<file path="config.mk">
export PLATFORM = sky130hd
export DESIGN_NAME = usb_tx_line_encoder
export DESIGN_NICKNAME = d
export VERILOG_FILES = /design/src/rtl/usb_tx_pkg.sv /design/src/rtl/usb_bit_timer.sv /design/src/rtl/usb_tx_line_encoder.sv
export SDC_FILE = /design/constraint.sdc
export NUM_CORES = 1
export LEC_CHECK = 0
export CAP_MARGIN = 10
export CELL_PAD_IN_SITES_DETAIL_PLACEMENT = 1
export CELL_PAD_IN_SITES_GLOBAL_PLACEMENT = 2
export CORE_ASPECT_RATIO = 0.7
export CORE_MARGIN = 4
export CORE_UTILIZATION = 34
export CTS_CLUSTER_SIZE = 25
export DETAILED_ROUTE_END_ITERATION = 6
export PLACE_DENSITY_LB_ADDON = 0.1
export SLEW_MARGIN = 20
export SYNTH_ARGS = -nofsm -noshare
export SYNTH_HDL_FRONTEND = slang
export SYNTH_SLANG_ARGS = --single-unit
</file>
<file path="constraint.sdc">
create_clock -name clk -period 2.4 [get_ports clk]
set_input_delay 0.36 -clock clk [delete_from_list [all_inputs] [get_ports clk]]
set_output_delay 0.36 -clock clk [all_outputs]
set_load 0.01 [all_outputs]
</file>
<file path="src/rtl/usb_tx_pkg.sv">
// rtl/usb_tx_pkg.sv - shared types and line constants for the USB TX line stage (polarity via ENC_LOW_SPEED_EN)
package usb_tx_pkg;

  typedef enum logic [2:0] {
    IDLE,
    DATA,
    STUFF,
    EOP_SE0,
    EOP_J
  } tx_line_state_t;

`ifdef ENC_LOW_SPEED_EN
  // Low-speed idle (J) is D- high.
  localparam logic J_DP = 1'b0;
  localparam logic J_DM = 1'b1;
  localparam logic K_DP = 1'b1;
  localparam logic K_DM = 1'b0;
`else
  // Full-speed idle (J) is D+ high.
  localparam logic J_DP = 1'b1;
  localparam logic J_DM = 1'b0;
  localparam logic K_DP = 1'b0;
  localparam logic K_DM = 1'b1;
`endif

  localparam int DEF_CLKS_PER_BIT = 8;
  localparam int DEF_STUFF_LEN    = 6;
  localparam int DEF_EOP_SE0_BITS = 2;

endpackage

</file>
<file path="src/rtl/usb_bit_timer.sv">
// rtl/usb_bit_timer.sv - bit-period counter with clear and last-cycle flag
module usb_bit_timer
  import usb_tx_pkg::*;
#(
  parameter int CLKS_PER_BIT = DEF_CLKS_PER_BIT
) (
  input  logic clk,
  input  logic n_rst,
  input  logic clear,
  output logic last_cycle
);

  localparam int TW = $clog2(CLKS_PER_BIT);
  localparam logic [TW-1:0] LAST = TW'(CLKS_PER_BIT - 1);

  logic [TW-1:0] count;

  // Count clocks within a bit period; held at zero while clear is high.
  always_ff @(posedge clk or negedge n_rst) begin
    if (!n_rst) begin
      count <= '0;
    end else if (clear || (count == LAST)) begin
      count <= '0;
    end else begin
      count <= count + 1'b1;
    end
  end

  assign last_cycle = (count == LAST);

endmodule

</file>
<file path="src/rtl/usb_tx_line_encoder.sv">
// rtl/usb_tx_line_encoder.sv - NRZI encoder with bit stuffing and EOP generation (ENC_LOW_SPEED_EN selects low-speed polarity)
module usb_tx_line_encoder
  import usb_tx_pkg::*;
#(
  parameter int CLKS_PER_BIT = DEF_CLKS_PER_BIT,
  parameter int STUFF_LEN    = DEF_STUFF_LEN,
  parameter int EOP_SE0_BITS = DEF_EOP_SE0_BITS
) (
  input  logic clk,
  input  logic n_rst,
  input  logic bit_valid,
  input  logic bit_in,
  output logic bit_ready,
  input  logic eop_req,
  output logic busy,
  output logic underrun,
  output logic d_plus,
  output logic d_minus
);

  tx_line_state_t state;
  logic [3:0]     ones_cnt;
  logic [1:0]     se0_cnt;
  logic           last_cycle;
  logic           timer_clear;
  logic           stuff_pending;
  logic           accept;

  // The period counter sits at zero in IDLE so the first bit starts a full period.
  assign timer_clear = (state == IDLE);

  usb_bit_timer #(
    .CLKS_PER_BIT(CLKS_PER_BIT)
  ) u_bit_timer (
    .clk       (clk),
    .n_rst     (n_rst),
    .clear     (timer_clear),
    .last_cycle(last_cycle)
  );

  assign stuff_pending = (ones_cnt == 4'(STUFF_LEN));
  assign accept        = bit_valid && bit_ready;

  // Accept a new bit in IDLE, or at the end of a data/stuff period unless a stuff bit or EOP takes it.
  always_comb begin
    bit_ready = 1'b0;
    case (state)
      IDLE:        bit_ready = 1'b1;
      DATA, STUFF: bit_ready = last_cycle && !stuff_pending && !eop_req;
      default:     bit_ready = 1'b0;
    endcase
  end

  // Line sequencer: NRZI data, forced stuff periods, then SE0 and J to close the packet.
  always_ff @(posedge clk or negedge n_rst) begin
    if (!n_rst) begin
      state    <= IDLE;
      d_plus   <= J_DP;
      d_minus  <= J_DM;
      busy     <= 1'b0;
      underrun <= 1'b0;
      ones_cnt <= 4'd0;
      se0_cnt  <= 2'd0;
    end else begin
      underrun <= 1'b0;
      case (state)
        IDLE: begin
          if (accept) begin
            state    <= DATA;
            busy     <= 1'b1;
            ones_cnt <= {3'd0, bit_in};
            if (!bit_in) begin
              d_plus  <= ~d_plus;
              d_minus <= ~d_minus;
            end
          end
        end
        DATA, STUFF: begin
          if (last_cycle) begin
            if (stuff_pending) begin
              state    <= STUFF;
              ones_cnt <= 4'd0;
              d_plus   <= ~d_plus;
              d_minus  <= ~d_minus;
            end else if (accept) begin
              state <= DATA;
              if (bit_in) begin
                ones_cnt <= ones_cnt + 4'd1;
              end else begin
                ones_cnt <= 4'd0;
                d_plus   <= ~d_plus;
                d_minus  <= ~d_minus;
              end
            end else begin
              // Either a requested EOP or the source ran dry; both close the packet.
              state    <= EOP_SE0;
              se0_cnt  <= 2'd0;
              d_plus   <= 1'b0;
              d_minus  <= 1'b0;
              underrun <= !eop_req;
            end
          end
        end
        EOP_SE0: begin
          if (last_cycle) begin
            if (se0_cnt == 2'(EOP_SE0_BITS - 1)) begin
              state   <= EOP_J;
              d_plus  <= J_DP;
              d_minus <= J_DM;
            end else begin
              se0_cnt <= se0_cnt + 2'd1;
            end
          end
        end
        EOP_J: begin
          if (last_cycle) begin
            state    <= IDLE;
            busy     <= 1'b0;
            ones_cnt <= 4'd0;
          end
        end
        default: state <= IDLE;
      endcase
    end
  end

endmodule

</file>
# ---- Word level (Yosys, flattened, before mapping)
# Cells that the tools add are included.
dict set report classes {
  add_sub_neg 3
  n_eq_ne 16
  n_mux 46
  n_bitwise 2
  n_reduce_logical 17
}
# op count
set ops {}
lappend ops {{$mux 4} 6}
lappend ops {{$mux 1} 20}
lappend ops {{$mux 3} 6}
lappend ops {{$ne 2x2->1 const B} 8}
lappend ops {{$reduce_and 5->1} 3}
lappend ops {{$mux 2} 7}
lappend ops {{$pmux 3 s4} 1}
lappend ops {{$pmux 4 s3} 1}
lappend ops {{$eq 3x2->1 const B} 2}
lappend ops {{$eq 3x3->1 const B} 2}
lappend ops {{$pmux 1 s3} 2}
lappend ops {{$reduce_and 6->1} 1}
lappend ops {{$reduce_bool 3->1} 2}
lappend ops {{$add 4x1->4 const B} 1}
lappend ops {{$eq 4x3->1 const B} 1}
lappend ops {{$pmux 1 s2} 2}
lappend ops {{$pmux 2 s2} 1}
lappend ops {{$reduce_bool 2->1} 2}
lappend ops {{$add 3x1->3 const B} 1}
lappend ops {{$eq 3x1->1 const B} 1}
lappend ops {{$logic_and 1x1->1} 3}
lappend ops {{$logic_not 3->1} 1}
lappend ops {{$ne 3x3->1 const B} 1}
lappend ops {{$reduce_and 3->1} 1}
lappend ops {{6 further kinds} 8}
dict set report totals {
  regBits 16
  inputBits 5
  out_inout_bits 5
  wordCells 92
}

# ---- Longest topological paths before layout
# Gate-level depths: netlist of run 1.
dict set report logic_depth {
  ltp_word 10
  depth_mapped 9
}

# ---- Hierarchy
# A second synthesis of run 1 with hierarchy kept.
dict set report unflattened {
  cells_unflattened 123
  area_unflattened_um2 1089.8
}
# module instances cells_per_inst area_per_inst_um2 seq_area_each_um2
set by_module_without_submodules {}
lappend by_module_without_submodules {usb_tx_line_encoder 1 115 969.7 326.6}
lappend by_module_without_submodules {usb_bit_timer 1 8 120.1 75.1}

# ---- Worst setup path before layout of run 1
# Ideal clock, no wire load.
dict set report synth_path {
  kind {flip-flop to flip-flop}
  start {reg ones_cnt[0]}
  end {reg ones_cnt[3]}
  t_arrival_ns 1.889
  slack_ns 0.435
  stages_incl_launch_ff 8
  path_buffers 1
  synth_period_minus_slack_ns 1.965
  cell_sequence {dfrtp_1 -> inv_1 -> ha_1 -> and3b_1 -> buf_6 -> or4b_4 -> or3_1 -> o21ai_1}
}
dict set report synth_via {
  elab_chain_len 8
  elab_cells_between_ends 15
}
# item line
set synth_lines {}
lappend synth_lines {{from (decl)} usb_tx_line_encoder.sv:22} ;# logic [3:0] ones_cnt;
lappend synth_lines {{from (signal assigned)} usb_tx_line_encoder.sv:71} ;# ones_cnt <= {3'd0, bit_in};
lappend synth_lines {{from (signal assigned)} usb_tx_line_encoder.sv:88} ;# ones_cnt <= ones_cnt + 4'd1;
lappend synth_lines {{parallel branches: the longest is 8 deep, another holds $add 4x1->4} -}
# Several ways; the timed one is not identified. The select of a mux whose other input is x is not followed.
# A chain may end at the register's enable or synchronous reset.

# ---- Final worst setup path of run 1
dict set report layout_path {
  start {reg u_bit_timer.count[0]}
  end {out bit_ready}
}
dict set report layout_via {
  elab_chain_len 4
}
# item line
set layout_lines {}
lappend layout_lines {{from (decl)} usb_bit_timer.sv:16} ;# logic [TW-1:0] count;
lappend layout_lines {{from (signal assigned)} usb_bit_timer.sv:25} ;# count <= count + 1'b1;
lappend layout_lines {{$eq 3x3->1} usb_bit_timer.sv:29} ;# assign last_cycle = (count == LAST);
lappend layout_lines {{$logic_and 1x1->1 (2 in series)} usb_tx_line_encoder.sv:49} ;# DATA, STUFF: bit_ready = last_cycle && !stuff_pending && !eop_req;
lappend layout_lines {{$pmux 1 s2} usb_tx_line_encoder.sv:47} ;# case (state)
lappend layout_lines {{to (decl)} usb_tx_line_encoder.sv:13} ;# output logic bit_ready,
# Every way passes these cells.

==> results of run 1 <==
[area by class of cell]
class                   count  area [sq um]  area share [%]
clock buffers               4         45.04           3.422
inverters                   5         18.77           1.426
multi-input cells          96         639.4           48.57
flip-flops and latches     16         401.6           30.51
well taps                  38         47.55           3.612
repair buffers             19         163.9           12.45
[kinds of logic after synthesis]
family,after synthesis,synth area share (%)
adders and majority gates,7,7.466
xor gates and xnor gates,1,0.7920
buffers and inverters,14,6.108
DFF,16,36.31
AOI/OAI and AO/OA,37,23.42
and+or+nand+nor,49,23.98
muxes,2,1.923
[report_power, final]
group | switching [uW] | internal (uW) | leakage, uW
sequential | 115 | 374 | 0.000193
combinational | 324 | 293 | 0.000312
clock | 93.0 | 118 | 0.0000228
total | 532 | 785 | 0.000528
[synth_stat cells, drive strengths merged (2+ instances only)]
cell type  number  area (sq um)
a211oi          2         15.01
a21o            2         15.01
a21oi           6         30.03
and2            2         12.51
buf             5         32.53
clkbuf          4         16.26
dfrtp          15         375.4
ha              5         62.56
inv             5         18.77
maj3            2         20.02
nand2           6         22.52
nand2b          5         31.28
nand3           3         15.01
nor2           13         48.80
nor2b           2         12.51
nor3            6         30.03
nor3b           2         15.01
o21ai          11         55.05
o31ai           4         30.03
or2             2         12.51
or3             2         12.51
[path summary, 6_finish.rpt]
check	endpoint
max	bit_ready
min	u_bit_timer.count[0]$_DFF_PN0_
max reg2reg	ones_cnt[0]$_DFFE_PN0P_
min reg2reg	u_bit_timer.count[0]$_DFF_PN0_
max in group asynchronous	d_minus$_DFFE_PN0P_
min in group asynchronous	se0_cnt[0]$_DFFE_PN0P_
[critical path, delay by kind of cell (launching register included)]
kind / cells / cell delay [ns]
fa+ha+maj: 3 / 0.68
buf+inv: 1 / 0.27
flops: 1 / 0.36
simple gates: 3 / 0.32
[per-layer routing]
metal  routed length (um)  vias up  share of wire [%]
li1                     -      491                  -
met1                 1491      482                 52
met2                 1285       13                 45
met3                   90        2                3.1
met4                   11        0               0.38
met5                    0        -                  0
[metrics by stage]
stage | power (uW) | setup slack, ns
detailed placement | 1114 | 0.01738
floorplan | 903.5 | 0.4349
global route | 1460 | 0.04484
finish | 1317 | 0.1525
global placement | 1082 | 0.05457
CTS | 1335 | 0.1214
[registers in the layout (all words and copies together), names as in the netlist]
register	count
ones_cnt	4
state	3
u_bit_timer.count	3
se0_cnt	2
busy	1
d_minus	1
d_plus	1
underrun	1
[timing repair]
| action | in CTS | in global routing |
|---|---|---|
| resized for setup | 2 | 0 |
| endpoints found under the setup margin | 1 | 0 |
| hold endpoints to repair | 0 | 0 |
==> flow_metrics.env, run 1 <==
export IMPL_grt_pass1_wl_um=5278
export IMPL_diodes=0
export IMPL_syn_nets=136
export IMPL_rr_startpoint="u_bit_timer.count[0]$_DFF_PN0_"
export IMPL_min_period_over_period_pct=93.64
export IMPL_powerDensity_mw_per_mm2=1001
export IMPL_numClockSinks=16
export IMPL_crit_fanout=2
export IMPL_hp_class="reg -> reg"
export IMPL_leakagePower_uw=0.0005277
export IMPL_antenna_left=0
export IMPL_layout_commonest_cell="dfrtp_1"
export IMPL_grtUsageMet3_pct=4.045
export IMPL_drt_total_wl_um=2879
export IMPL_synth_warnings=0
export IMPL_wl_per_cell_um=16.17
export IMPL_dr_pass1_iters=4
export IMPL_port_buffers=9
export IMPL_clock_path_buffers=2
export IMPL_use_met1_pct=22.10
export IMPL_worstHoldStart="u_bit_timer.count[0]$_DFF_PN0_"
export IMPL_fmax_mhz=444.9
export IMPL_synth_edff_count=0
export IMPL_cp_data_arrival_time_ns=1.89
export IMPL_synthArstFlopShare_pct=100.0
export IMPL_grt_max_degree=17
export IMPL_post_cts_repair_setup_buffers=0
export IMPL_initial_core_util_pct=35.37
export IMPL_synth_area_sq_mm=0.001106
export IMPL_num_rows=17
export IMPL_core_area_sq_mm=0.003127
export IMPL_worst_slew_pin_slew_ns=0.7395
export IMPL_critical_path_slowest_cell="dfrtp_1"
export IMPL_timing_hold_ws_ns=0.4511
export IMPL_met2_usage_pct=22.68
export IMPL_ff2ff_path_depth=8
export IMPL_max_cap_violations=0
export IMPL_crit_path_frequent_cell="ha_1"
export IMPL_ctsHtreeMaxLevel=1
export IMPL_status="complete, no violations"
export IMPL_post_route_cell_area_sq_mm=0.001316
export IMPL_final_fill_count=370
export IMPL_dp_hpwl_um=2176
export IMPL_startpoint="u_bit_timer.count[0]$_DFF_PN0_"
export IMPL_synth_cell_types=48
export IMPL_finalSetupViolCount=0
export IMPL_antenna_found_initial=0
export IMPL_layout_cells_non_filler=178
export IMPL_grt_pass1_vias=1043
export IMPL_ir_drop_mv=0.3907
export IMPL_dieHeight_um=55.72
export IMPL_min_path_cells=1
export IMPL_maxSlewViolCount=0
export IMPL_fin_skew_ns=0.003345
export IMPL_drtIter0Drc=49
export IMPL_fin_util_pct=42.10
export IMPL_ys_flop_type="dfrtp_1"
export IMPL_dieArea_sq_mm=0.004244
export IMPL_insertion_delay_ns=0.25
export IMPL_mostFrequentLayoutCells="15 x dfrtp_1, 13 x nor2_1, 10 x o21ai_0, 10 x buf_4, 8 x clkdlybuf4s50_1"
export IMPL_cpPeakStageDelay_ns=0.36
export IMPL_required_ns=2.04
export IMPL_tritoncts="yes"
export IMPL_avgSynthCellArea_sq_um=8.778
export IMPL_ioPinCount=10
export IMPL_crit_chain="ha_1 > ha_1 > nor2b_2 > nand2_1 > maj3_1 > nor2_1 > dlygate4sd2_1"
export IMPL_timing_setup_tns_ns=0
export IMPL_ys_seq_area_share_pct=36.31
export IMPL_hold_viol=0
export IMPL_ys_ff_latch=16
export IMPL_die_x_um=76.17
export IMPL_ctsHoldBuffers=0
export IMPL_area_growth_pct=19.00
export IMPL_final_layout_size_suffix_gt1_share_pct=15.71
export IMPL_cts_root_buf="clkbuf_8"
export IMPL_post_route_min_period_ns=2.247
export IMPL_placedCellCount=174
export IMPL_cp_end_kind="output port"
export IMPL_drc=0
export IMPL_relSlewSlack_pct=50.55
export IMPL_cts_buffers=3
export IMPL_grt_ovfl_total=0
export IMPL_grtUsageTotal_pct=15.13
export IMPL_r2r_slack_ns=0.20
export IMPL_globalplace_congestion=0.7369
export IMPL_viasPerCell=5.551
export IMPL_grt_busiest_layer="met2"
export IMPL_synth_cells=126
export IMPL_clk_pin_slew_worst_paths_ns=0.07
export IMPL_via_count=988
export IMPL_start_kind="flop"
export IMPL_crit_type="reg -> out"
export IMPL_place_area_sq_mm=0.001270
export IMPL_rsz0062_at_grt="false"
export IMPL_fin_nets=151
Power figures use the tool's default switching activity.
==> run 2, diff against run 1 <==
--- a/config.mk
+++ b/config.mk
@@ -13,7 +13,9 @@
 export CORE_UTILIZATION = 34
 export CTS_CLUSTER_SIZE = 25
 export DETAILED_ROUTE_END_ITERATION = 6
+export GPL_TIMING_DRIVEN = 0
 export PLACE_DENSITY_LB_ADDON = 0.1
+export SKIP_LAST_GASP = 1
 export SLEW_MARGIN = 20
 export SYNTH_ARGS = -nofsm -noshare
 export SYNTH_HDL_FRONTEND = slang
==> run 2 against run 1 <==
Design area decreased by 1.9%. Cell count decreased by 1.1%. Fmax increased by 0.38%. Worst setup slack improved by 0.0085 ns. Clock power increased by 16%. Register-to-register slack improved by 0.05 ns. Sequential share of layout area increased by 0.59 points. Critical path depth increased by 1. Utilization decreased by 0.80 points. First-iteration DRC count decreased by 41%. Combinational power increased by 3.6%. Global-route usage decreased by 0.83 points. Largest cell class unchanged.
==> flow_metrics.env, run 2 (synthesis results as in run 1) <==
export IMPL_timing_setup_tns_ns=0
export IMPL_clock_path_buffers=2
export IMPL_drc=0
export IMPL_total_power_uw=1340
export IMPL_grt_max_degree=17
export IMPL_post_route_min_period_ns=2.239
export IMPL_layout_commonest_cell="dfrtp_1"
export IMPL_cts_buffers=3
export IMPL_core_area_sq_mm=0.003127
export IMPL_mostFrequentLayoutCells="15 x dfrtp_1, 13 x nor2_1, 10 x o21ai_0, 7 x clkdlybuf4s50_1"
export IMPL_multi_input_area_sq_um=644.4
export IMPL_relSlewSlack_pct=52.08
export IMPL_largest_register="ones_cnt"
export IMPL_insertion_delay_ns=0.26
export IMPL_met2_usage_pct=20.24
export IMPL_p_sw_share_pct=40.17
export IMPL_largest_register_ffs=4
export IMPL_viasPerCell=5.631
export IMPL_tritoncts="yes"
export IMPL_dieHeight_um=55.72
export IMPL_via_count=991
export IMPL_crit_path_frequent_cell="ha_1"
export IMPL_start_kind="flop"
export IMPL_cts_root_buf="clkbuf_8"
export IMPL_crit_fanout=10
export IMPL_fin_skew_ns=0.006785
export IMPL_seqPwrFrac_pct=34.1
export IMPL_p_switching_uw=538.2
export IMPL_ioPinCount=10
export IMPL_internal_power_uw=801.5
export IMPL_layout_cells_non_filler=176
export IMPL_min_period_over_period_pct=93.29
export IMPL_fmax_mhz=446.6
export IMPL_grt_pass1_wl_um=4988
export IMPL_wl_per_cell_um=16.43
export IMPL_dr_pass1_iters=4
export IMPL_maxSlewViolCount=0
export IMPL_final_layout_size_suffix_gt1_share_pct=13.77
export IMPL_grtUsageMet3_pct=5.016
export IMPL_cp_end_kind="output port"
export IMPL_grtUsageTotal_pct=14.30
export IMPL_use_met1_pct=20.82
export IMPL_register_area_sq_um=401.6
export IMPL_required_ns=2.04
export IMPL_pwr_share_clk_pct=18.2
export IMPL_leakagePower_uw=0.0005045
export IMPL_crit_chain="ha_1 > ha_1 > buf_4 > nor2b_4 > nand2_1 > maj3_1 > nor2_1 > clkbuf_2"
export IMPL_cpPeakStageDelay_ns=0.35
export IMPL_timing_hold_ws_ns=0.4459
export IMPL_finalSetupViolCount=0
export IMPL_worst_slew_pin_slew_ns=0.7165
export IMPL_fin_nets=149
export IMPL_critical_path_slowest_cell="dfrtp_1"
export IMPL_ctsHtreeMaxLevel=1
export IMPL_max_cap_violations=0
export IMPL_antenna_found_initial=0
export IMPL_dp_hpwl_um=2257
export IMPL_dieArea_sq_mm=0.004244
export IMPL_antenna_left=0
export IMPL_clk_pin_slew_worst_paths_ns=0.06
export IMPL_cp_data_arrival_time_ns=1.88
export IMPL_globalplace_congestion=0.8504
export IMPL_hp_class="reg -> reg"
export IMPL_top_regs="ones_cnt: 4 flops, state: 3 flops, u_bit_timer.count: 3 flops"
export IMPL_initial_core_util_pct=35.37
export IMPL_area_growth_pct=16.74
export IMPL_ctsHoldBuffers=0
export IMPL_ir_drop_mv=0.3626
export IMPL_p_comb_share_pct=47.7
export IMPL_crit_buf_inv=2
export IMPL_diodes=0
export IMPL_hold_viol=0
export IMPL_grt_pass1_vias=997
export IMPL_port_buffers=8
export IMPL_grt_ovfl_total=0
export IMPL_crit_family="adder cells"
export IMPL_powerDensity_mw_per_mm2=1037
export IMPL_placedCellCount=172
export IMPL_drtIter0Drc=29
export IMPL_status="complete, no violations"
export IMPL_rsz0062_at_grt="false"
export IMPL_drt_total_wl_um=2892
export IMPL_grt_busiest_layer="met1"
export IMPL_numClockSinks=16
export IMPL_num_rows=17
export IMPL_final_fill_count=364
export IMPL_crit_type="reg -> out"
export IMPL_die_x_um=76.17
==> run 2: repair_timing <==
action	CTS	global route
setup buffers	0	0
gates resized for setup	4	1
gates cloned	0	0
setup endpoints to repair	1	1
pin swaps	0	0
==> run 2: worst paths after layout <==
path,end,startpoint,slack [ns],cells after the start
min in group asynchronous,ones_cnt[3]$_DFFE_PN0P_,n_rst,0.53,1
hold reg to reg,u_bit_timer.count[0]$_DFF_PN0_,u_bit_timer.count[0]$_DFF_PN0_,0.45,1
max in group asynchronous,u_bit_timer.count[0]$_DFF_PN0_,n_rst,1.42,1
setup reg to reg,ones_cnt[0]$_DFFE_PN0P_,u_bit_timer.count[0]$_DFF_PN0_,0.25,8
setup / recovery,bit_ready,u_bit_timer.count[0]$_DFF_PN0_,0.16,8
hold / removal,u_bit_timer.count[0]$_DFF_PN0_,u_bit_timer.count[0]$_DFF_PN0_,0.45,1
==> run 2: layer usage <==
layer,share of wire [%],wire (um)
met1,53,1541
met2,41,1183
met3,4.9,142
met4,0.86,25
met5,0,0
==> run 2: through the flow <==
stage | area (sq um) | util, % | worst slack [ns]
after floorplan | 1106 | - | 0.4349
after global placement | 1234 | 39.46 | -0.04009
after detailed placement | 1234 | 39.46 | -0.05696
after CTS | 1296 | 41.46 | 0.01920
after global routing | 1291 | 41.30 | 0.02392
final | 1291 | 41.30 | 0.1611
==> run 2: cell type report <==
| type | count | share of cell area, % |
|---|---|---|
| well taps | 38 | 3.682 |
| flip-flops and latches | 16 | 31.10 |
| multi-input cells | 96 | 49.90 |
| plain buffers | 9 | 3.779 |
| repair buffers | 8 | 5.814 |
| clock buffers | 4 | 4.264 |
| inverters | 5 | 1.453 |
==> run 2: power groups by stage <==
stage	Sequential (uW)	Combinational [uW]	Clock, uW
2_1_floorplan	446	457	0
3_3_place_gp	455	620	0
3_5_place_dp	462	638	0
4_1_cts	457	646	253
5_1_grt	477	719	267
6_report	457	639	244
